<file path="src/rtl/data_c_pipe_intc_m2s_addr_queue.sv">
// NUM-to-1 packet interconnect: queued routing addresses select one slave channel per packet,
// with a two-entry skid output stage. Optional packet counter under `M2S_PKT_STAT_EN.
module data_c_pipe_intc_m2s_addr_queue #(
    parameter int NUM        = 8,
    parameter int DSIZE      = 32,
    parameter int ADDR_DEPTH = 4,
    localparam int ASIZE     = (NUM > 1) ? $clog2(NUM) : 1
) (
    input  logic                 clock,
    input  logic                 rst_n,
    input  logic                 addr_valid,
    input  logic [ASIZE-1:0]     addr_data,
    output logic                 addr_ready,
    input  logic [NUM-1:0]       s_valid,
    input  logic [NUM*DSIZE-1:0] s_data,
    input  logic [NUM-1:0]       s_last,
    output logic [NUM-1:0]       s_ready,
    output logic                 m_valid,
    output logic [DSIZE-1:0]     m_data,
    output logic                 m_last,
    input  logic                 m_ready,
    output logic                 err_addr,
    output logic [31:0]          pkt_cnt
);

    localparam int AW = $clog2(ADDR_DEPTH);
    localparam logic [ASIZE:0] NUM_W   = (ASIZE + 1)'(NUM);
    localparam logic [AW:0]    DEPTH_W = (AW + 1)'(ADDR_DEPTH);

    logic [ASIZE-1:0] q_mem [ADDR_DEPTH];
    logic [AW-1:0]    wr_ptr;
    logic [AW-1:0]    rd_ptr;
    logic [AW:0]      q_cnt;
    logic             q_empty;
    logic             q_full;
    logic             push;
    logic             pop;
    logic [ASIZE-1:0] head;
    logic             head_ok;

    logic [ASIZE-1:0] path;
    logic             path_vld;
    logic             sel_valid;
    logic             sel_last;
    logic [DSIZE-1:0] sel_data;
    logic             acc;
    logic             last_acc;
    logic             err_q;

    logic             out_vld;
    logic             out_last;
    logic [DSIZE-1:0] out_data;
    logic             sk_vld;
    logic             sk_last;
    logic [DSIZE-1:0] sk_data;

    assign q_empty    = (q_cnt == '0);
    assign q_full     = (q_cnt == DEPTH_W);
    assign addr_ready = !q_full;
    assign push       = addr_valid && !q_full;
    assign head       = q_mem[rd_ptr];
    assign head_ok    = ({1'b0, head} < NUM_W);

    // Address queue; reading happens only from registered storage, so no write-through.
    always_ff @(posedge clock or negedge rst_n) begin
        if (!rst_n) begin
            wr_ptr <= '0;
            rd_ptr <= '0;
            q_cnt  <= '0;
            for (int i = 0; i < ADDR_DEPTH; i++) begin
                q_mem[i] <= '0;
            end
        end else begin
            if (push) begin
                q_mem[wr_ptr] <= addr_data;
                wr_ptr        <= wr_ptr + 1'b1;
            end
            if (pop) begin
                rd_ptr <= rd_ptr + 1'b1;
            end
            case ({push, pop})
                2'b10:   q_cnt <= q_cnt + 1'b1;
                2'b01:   q_cnt <= q_cnt - 1'b1;
                default: q_cnt <= q_cnt;
            endcase
        end
    end

    always_comb begin
        sel_valid = 1'b0;
        sel_last  = 1'b0;
        sel_data  = '0;
        for (int k = 0; k < NUM; k++) begin
            if (path == ASIZE'(k)) begin
                sel_valid = s_valid[k];
                sel_last  = s_last[k];
                sel_data  = s_data[k*DSIZE +: DSIZE];
            end
        end
    end

    // Ready depends only on registers so upstream never sees a valid->ready loop.
    always_comb begin
        s_ready = '0;
        for (int k = 0; k < NUM; k++) begin
            s_ready[k] = path_vld && (path == ASIZE'(k)) && !sk_vld;
        end
    end

    assign acc      = path_vld && !sk_vld && sel_valid;
    assign last_acc = acc && sel_last;
    assign pop      = !q_empty && (!path_vld || last_acc);

    always_ff @(posedge clock or negedge rst_n) begin
        if (!rst_n) begin
            path     <= '0;
            path_vld <= 1'b0;
            err_q    <= 1'b0;
        end else begin
            err_q <= 1'b0;
            if (pop) begin
                if (head_ok) begin
                    path     <= head;
                    path_vld <= 1'b1;
                end else begin
                    path_vld <= 1'b0;
                    err_q    <= 1'b1;
                end
            end else if (last_acc) begin
                path_vld <= 1'b0;
            end
        end
    end

    assign err_addr = err_q;

    // A beat only lands in skid when out is occupied and stalled; skid drains first.
    always_ff @(posedge clock or negedge rst_n) begin
        if (!rst_n) begin
            out_vld  <= 1'b0;
            out_last <= 1'b0;
            out_data <= '0;
            sk_vld   <= 1'b0;
            sk_last  <= 1'b0;
            sk_data  <= '0;
        end else begin
            if (sk_vld) begin
                if (m_ready) begin
                    out_vld  <= 1'b1;
                    out_data <= sk_data;
                    out_last <= sk_last;
                    sk_vld   <= 1'b0;
                end
            end else if (acc) begin
                if (!out_vld || m_ready) begin
                    out_vld  <= 1'b1;
                    out_data <= sel_data;
                    out_last <= sel_last;
                end else begin
                    sk_vld  <= 1'b1;
                    sk_data <= sel_data;
                    sk_last <= sel_last;
                end
            end else if (m_ready) begin
                out_vld <= 1'b0;
            end
        end
    end

    assign m_valid = out_vld;
    assign m_data  = out_data;
    assign m_last  = out_last;

`ifdef M2S_PKT_STAT_EN
    logic [31:0] cnt_q;

    always_ff @(posedge clock or negedge rst_n) begin
        if (!rst_n) begin
            cnt_q <= '0;
        end else if (out_vld && m_ready && out_last) begin
            cnt_q <= cnt_q + 32'd1;
        end
    end

    assign pkt_cnt = cnt_q;
`else
    assign pkt_cnt = '0;
`endif

endmodule

</file>
<file path="config.mk">
export PLATFORM = sky130hd
export DESIGN_NAME = data_c_pipe_intc_m2s_addr_queue
export DESIGN_NICKNAME = d
export VERILOG_FILES = /design/src/rtl/data_c_pipe_intc_m2s_addr_queue.sv
export SDC_FILE = /design/constraint.sdc
export NUM_CORES = 1
export LEC_CHECK = 0
export CAP_MARGIN = 10
export CORE_MARGIN = 5
export CORE_UTILIZATION = 40
export DETAILED_ROUTE_END_ITERATION = 8
export PLACE_DENSITY_LB_ADDON = 0.15
export SLEW_MARGIN = 15
export SYNTH_ARGS = -nofsm -noshare
export SYNTH_HDL_FRONTEND = slang
export SYNTH_SLANG_ARGS = --single-unit
</file>
<file path="constraint.sdc">
create_clock -name clock -period 5.7 [get_ports clock]
set_clock_uncertainty 0.1 [all_clocks]
set_input_delay 1.71 -clock clock [delete_from_list [all_inputs] [get_ports clock]]
set_output_delay 1.71 -clock clock [all_outputs]
set_load 0.005 [all_outputs]
</file>
Word-level counts from Yosys, hierarchy flattened
Cells that the tools add are included.
Widths: inputs -> output; s select.
- add/subtract/negate cells: 4
- order comparisons: 3
- equality and inequality tests: 12
- mux-type cells: 50
- bitwise operators: 4
- reductions and logical operators: 39
- operator list (operator ; count):
    $mux 32 ; 12
    $mux 1 ; 31
    $logic_and 1x1->1 ; 22
    $eq 3x3->1 const B ; 5
    $bwmux 12 ; 1
    $reduce_bool 2->1 ; 5
    $mux 3 ; 3
    $reduce_and 3->1 ; 3
    $bmux 3 s2 ; 1
    $demux 3 s2 ; 1
    $eq 3x2->1 const B ; 2
    $ge 3x3->1 const B ; 2
    $logic_not 3->1 ; 2
    $not 2->3 ; 2
    $pmux 3 s2 ; 1
    $logic_not 1->1 ; 5
    $add 2x1->2 const B ; 2
    $add 3x1->3 const B ; 1
    $eq 3x1->1 const B ; 1
    $lt 3x1->1 const B ; 1
    $ne 3x1->1 const B ; 1
    $sub 3x1->3 const B ; 1
    $eq 2x1->1 const B ; 1
    $eq 2x2->1 const B ; 1
    3 further kinds ; 5
- flip-flop bits (word level): 91
- input port bits: 279
- output and inout port bits: 76
- logic and storage cells: 127

Depth between registers and ports, before layout
- depth in word-level cells: 15
- mapped depth: 14
- mapped depth without buffers: 12

Worst setup path before layout
OpenSTA, ideal clock, no wires.
- path kind: input to register
- from: input s_valid[1]
- to: register q_cnt[2]
- library setup time: 0.079 ns
- data arrival time: 3.569 ns
- data required time: 5.521 ns
- slack: 1.952 ns
- stages: 12
- buffers on the path: 0
- path through: mux2i_1 > o21a_1 > o22a_1 > a211oi_1 > nor2_1 > inv_1 > ha_1 > inv_1 > fa_1 > xor2_1 > nor2_1 > xor2_1
- cells in the longest elaborated chain, start to end: 13
- elaborated cells on any way between the ends: 15
- those cells by class: eq/ne (2); mux (8); reduce/logical (5)
- ends and longest elaborated chain (what ; line ; text):
    start, declared ; 14 ; input logic [NUM-1:0] s_valid,
    $mux 1 * (7 in series) ; 94 ; if (path == ASIZE'(k)) begin
    $logic_and 1x1->1 * ; 110 ; assign acc = path_vld && !sk_vld && sel_valid;
    $logic_and 1x1->1 * ; 111 ; assign last_acc = acc && sel_last;
    $logic_or 1x1->1 * ; 112 ; assign pop = !q_empty && (!path_vld || last_acc);
    $logic_and 1x1->1 * ; 112 ;
    net pop ; 37 ; logic pop;
    $eq 2x1->1 or $eq 2x2->1 (tied branches) ; 81 ; case ({push, pop})
    $pmux 3 s2 or $reduce_bool 2->1 (tied branches) ; - ;
    end signal, assigned ; 82 ; 2'b10: q_cnt <= q_cnt + 1'b1;
    end signal, assigned ; 83 ; 2'b01: q_cnt <= q_cnt - 1'b1;
    end signal, assigned ; 84 ; default: q_cnt <= q_cnt;
    end, declared ; 33 ; logic [AW:0] q_cnt;
Mark *: on every way through the listed nets, which the timed path passes. The rest lies on a longest branch.
A chain may end at the register's enable or synchronous reset.

Final worst setup path
- from: register path[1]
- to: output s_ready[4]
- cells in the longest elaborated chain, start to end: 3
- ends and longest elaborated chain (what ; line ; text):
    start, declared ; 41 ; logic [ASIZE-1:0] path;
    start signal, assigned ; 116 ; path <= '0;
    start signal, assigned ; 123 ; path <= head;
    $eq 3x3->1 ; 106 ; s_ready[k] = path_vld && (path == ASIZE'(k)) && !sk_vld;
    $logic_and 1x1->1 (2 in series) ; 106 ;
    end, declared ; 17 ; output logic [NUM-1:0] s_ready,
No other way between the ends.

==> flow_summary.ini <==
[synthesis]
syn_area_sq_um = 7080
synth_mux_area_share_pct = 19.2
synth_top_family_by_area = compound AO/OA/AOI/OAI gates
synth_compound_area_share_pct = 22.2
async_reset_ff_share_pct = 100
yosysSeqAreaShare_pct = 32.1
syn_area_per_cell_sq_um = 8.70
synth_edf_count = 0
synthAdderAreaFrac_pct = 1.17
synthCells = 814
synth-seq-cells = 91
ys.flop_type = dfrtp_1
yosys.area_share.simple_pct = 14.3
synth_xor_area_share_pct = 0.742
yosys_warnings = 0
synthDistinctLibCells = 43

[cts]
cts_inserted_buffers = 9
cts.sinks = 91
cts_buffer_depth = 2
path_clk_slew_ns = 0.07
cts_tree = done
post_cts_buffers = 0
cts_resized = 0
cts_hold_repair.buffers = 0
clk-insertion-delay-late_ns = 0.35
cts_max_level = 3
cts_root_buffer = clkbuf_16

[critical_path]
path_depth = 3
crit_path_cell_trace = nand2b_2, nor2_1, clkdlybuf4s50_1
cp-endpoint = s_ready[4]
worst_setup_path_start_kind = flip-flop
endpoint_kind = output pin
rrSetupSlack_ns = 1.72
crit_required_ns = 3.89
path_class = reg2out
crit_family = flip-flops
cp_slowest_cell = dfrtp_4
critPathArrivalTime_ns = 2.73
path_max_fanout = 81
ff2ff_path_depth = 12
crit_buf_inv = 1
cpPeakStageDelay_ns = 0.95
r2r_end = q_cnt[2]
crit_path_start = path[1]
r2r_start = path[1]

[run]
max_cap_viol_count = 0

[floorplanning]
core_sq_um = 17400
fp.dieH_um = 143
die_x_um = 143
dieArea_sq_um = 20500
initial_core_util_pct = 40.8
rows = 48
io_pins = 355

[pwr]
switchingPower_w = 0.00234
p_seq_share_pct = 26.3
clockPowerShare_pct = 12.1
switching_share_pct = 43.6
intPower_w = 0.00302
ir_worst_vdd_mv = 0.381
power_density_nw_per_um2 = 507
p_comb_share_pct = 61.6
leakage_nw = 4.33

[sta]
slew_violations = 0
finalSetupViolCount = 0
tightest_slew_ns = 1.13
fmax_ghz = 0.220
timing.hold.ws_ns = 0.405
period_needed_ns = 4.54
hold_violations = 0
worst_slack_ns = 1.16
slew_headroom_pct = 24.9
fin_tns_setup_ns = 0
grt_setup_unrepaired = false
post-route-period-util_pct = 79.6

[routing]
drc = 0
wl_mm = 25.6
drt_iter0_drc = 328
num_vias = 7082
wl_per_cell_um = 19.5
antenna_left = 0
firstDrtPassIters = 6
vias_per_cell = 5.39

[cells_and_area]
area_growth_pct = 49.0
drive_above_1_share_pct = 9.94
mostFrequentLayoutCell = clkdlybuf4s50_1
multi_input_area_sq_um = 4230
final_cell_mix = clkdlybuf4s50_1 (320), nand2_1 (96), dfrtp_1 (88)
num-fill-cells = 1603
regArea_sq_um = 2290
fin_nets = 1366
fin_area_sq_um = 10600

[min_path]
holdCritPathClass = reg2reg
whs_path_depth = 1

[status]
status = finished, final reports clean

[placed_design]
dpl_worst_slack_ns = 1.21
detailed_place.area_sq_um = 10200
port_buffers = 321
dp_hpwl_mm = 18.6
routabilityCongestion = 0.802

[global_routing]
grt_max_degree = 83
grt_pass1_vias = 6930
antenna_found_initial = 2
grt-ovfl-total = 0
grt_pass1_wl_mm = 38.7
grt_usage_pct = 24.0
-- per-layer routing --
metal	GRT usage, %	vias to the layer above	wire, um
met1	31.8	3405	10800
met2	39.9	244	12700
met3	5.19	31	1750
met5	0	-	0
met4	6.40	0	418
li1	-	3402	-
-- kinds of logic (layout without fill, tap and decap cells) --
logic type	after synthesis	in the layout
buffers and inverters	142	382
adder cells (fa/ha/maj)	6	6
XOR/XNOR	6	6
flip-flops	91	91
multiplexers	99	99
AND/OR/NAND/NOR	231	231
other	1	35
AO/OA/AOI/OAI	238	238
-- layout make-up --
type	instances	share of cell area, %
Multi-Input combinational cell	613	40.1
Timing Repair Buffer	330	31.2
Sequential cell	91	21.7
Tap cell	225	2.67
Clock buffer	12	2.33
Inverter	36	1.28
Clock inverter	4	0.699
Antenna cell	2	0.0474
-- flip-flops by register name (all words and copies together) (netlist names) --
name      count
path_vld      1
m_valid       1
wr_ptr        2
sk_vld        1
path          3
q_cnt         3
rd_ptr        2
m_last        1
m_data       32
sk_last       1
sk_data      32
q_mem        12
-- cell usage after synthesis, types with 8 or more instances --
| master | n | area share [%] |
|---|---|---|
| a21boi_0 | 27 | 2.9 |
| a21oi_1 | 55 | 3.9 |
| a22o_1 | 25 | 3.1 |
| a31oi_1 | 29 | 2.6 |
| buf_2 | 9 | 0.64 |
| buf_4 | 37 | 3.9 |
| clkbuf_1 | 49 | 2.6 |
| dfrtp_1 | 91 | 32 |
| inv_1 | 34 | 1.8 |
| mux2_2 | 29 | 4.6 |
| mux2_4 | 29 | 6.1 |
| mux2i_1 | 26 | 3.7 |
| mux4_2 | 15 | 4.8 |
| nand2_1 | 96 | 5.1 |
| nand3_1 | 29 | 2.0 |
| nor2_1 | 39 | 2.1 |
| nor3_1 | 49 | 3.5 |
| o211ai_1 | 25 | 2.6 |
| o21ai_0 | 38 | 2.7 |
| o22ai_1 | 8 | 0.71 |
| o2bb2ai_1 | 25 | 3.1 |
-- through the flow --
| step | cells | utilization [%] | total power, W |
|---|---|---|---|
| final | 1313 | 60.8 | 0.00536 |
| after global routing | 1313 | 60.8 | 0.00579 |
| after CTS | 1309 | 60.6 | 0.00539 |
| after detailed placement | 1293 | 58.8 | 0.00471 |
| after global placement | 1293 | 58.8 | 0.00466 |
| after floorplan | 846 | - | 0.00357 |
-- power groups by stage --
stage	registers (W)	clock network, W	logic, W
2_1_floorplan	0.00119	0	0.00239
3_3_place_gp	0.00141	0	0.00326
3_5_place_dp	0.00141	0	0.00330
4_1_cts	0.00141	0.000661	0.00332
5_1_grt	0.00147	0.000682	0.00364
6_report	0.00141	0.000649	0.00330
-- worst min-delay path by stage --
stage | start | slack [ns] | endpoint
2_1_floorplan | q_cnt[2] | 0.36 | q_cnt[2]
3_3_place_gp | q_mem[1] | 0.38 | q_mem[1]
3_5_place_dp | q_cnt[2] | 0.39 | q_cnt[2]
4_1_cts | q_cnt[2] | 0.40 | q_cnt[2]
5_1_grt | q_mem[4] | 0.41 | q_mem[4]
6_report | q_mem[2] | 0.40 | q_mem[2]
(Power assumes the default switching activity.)
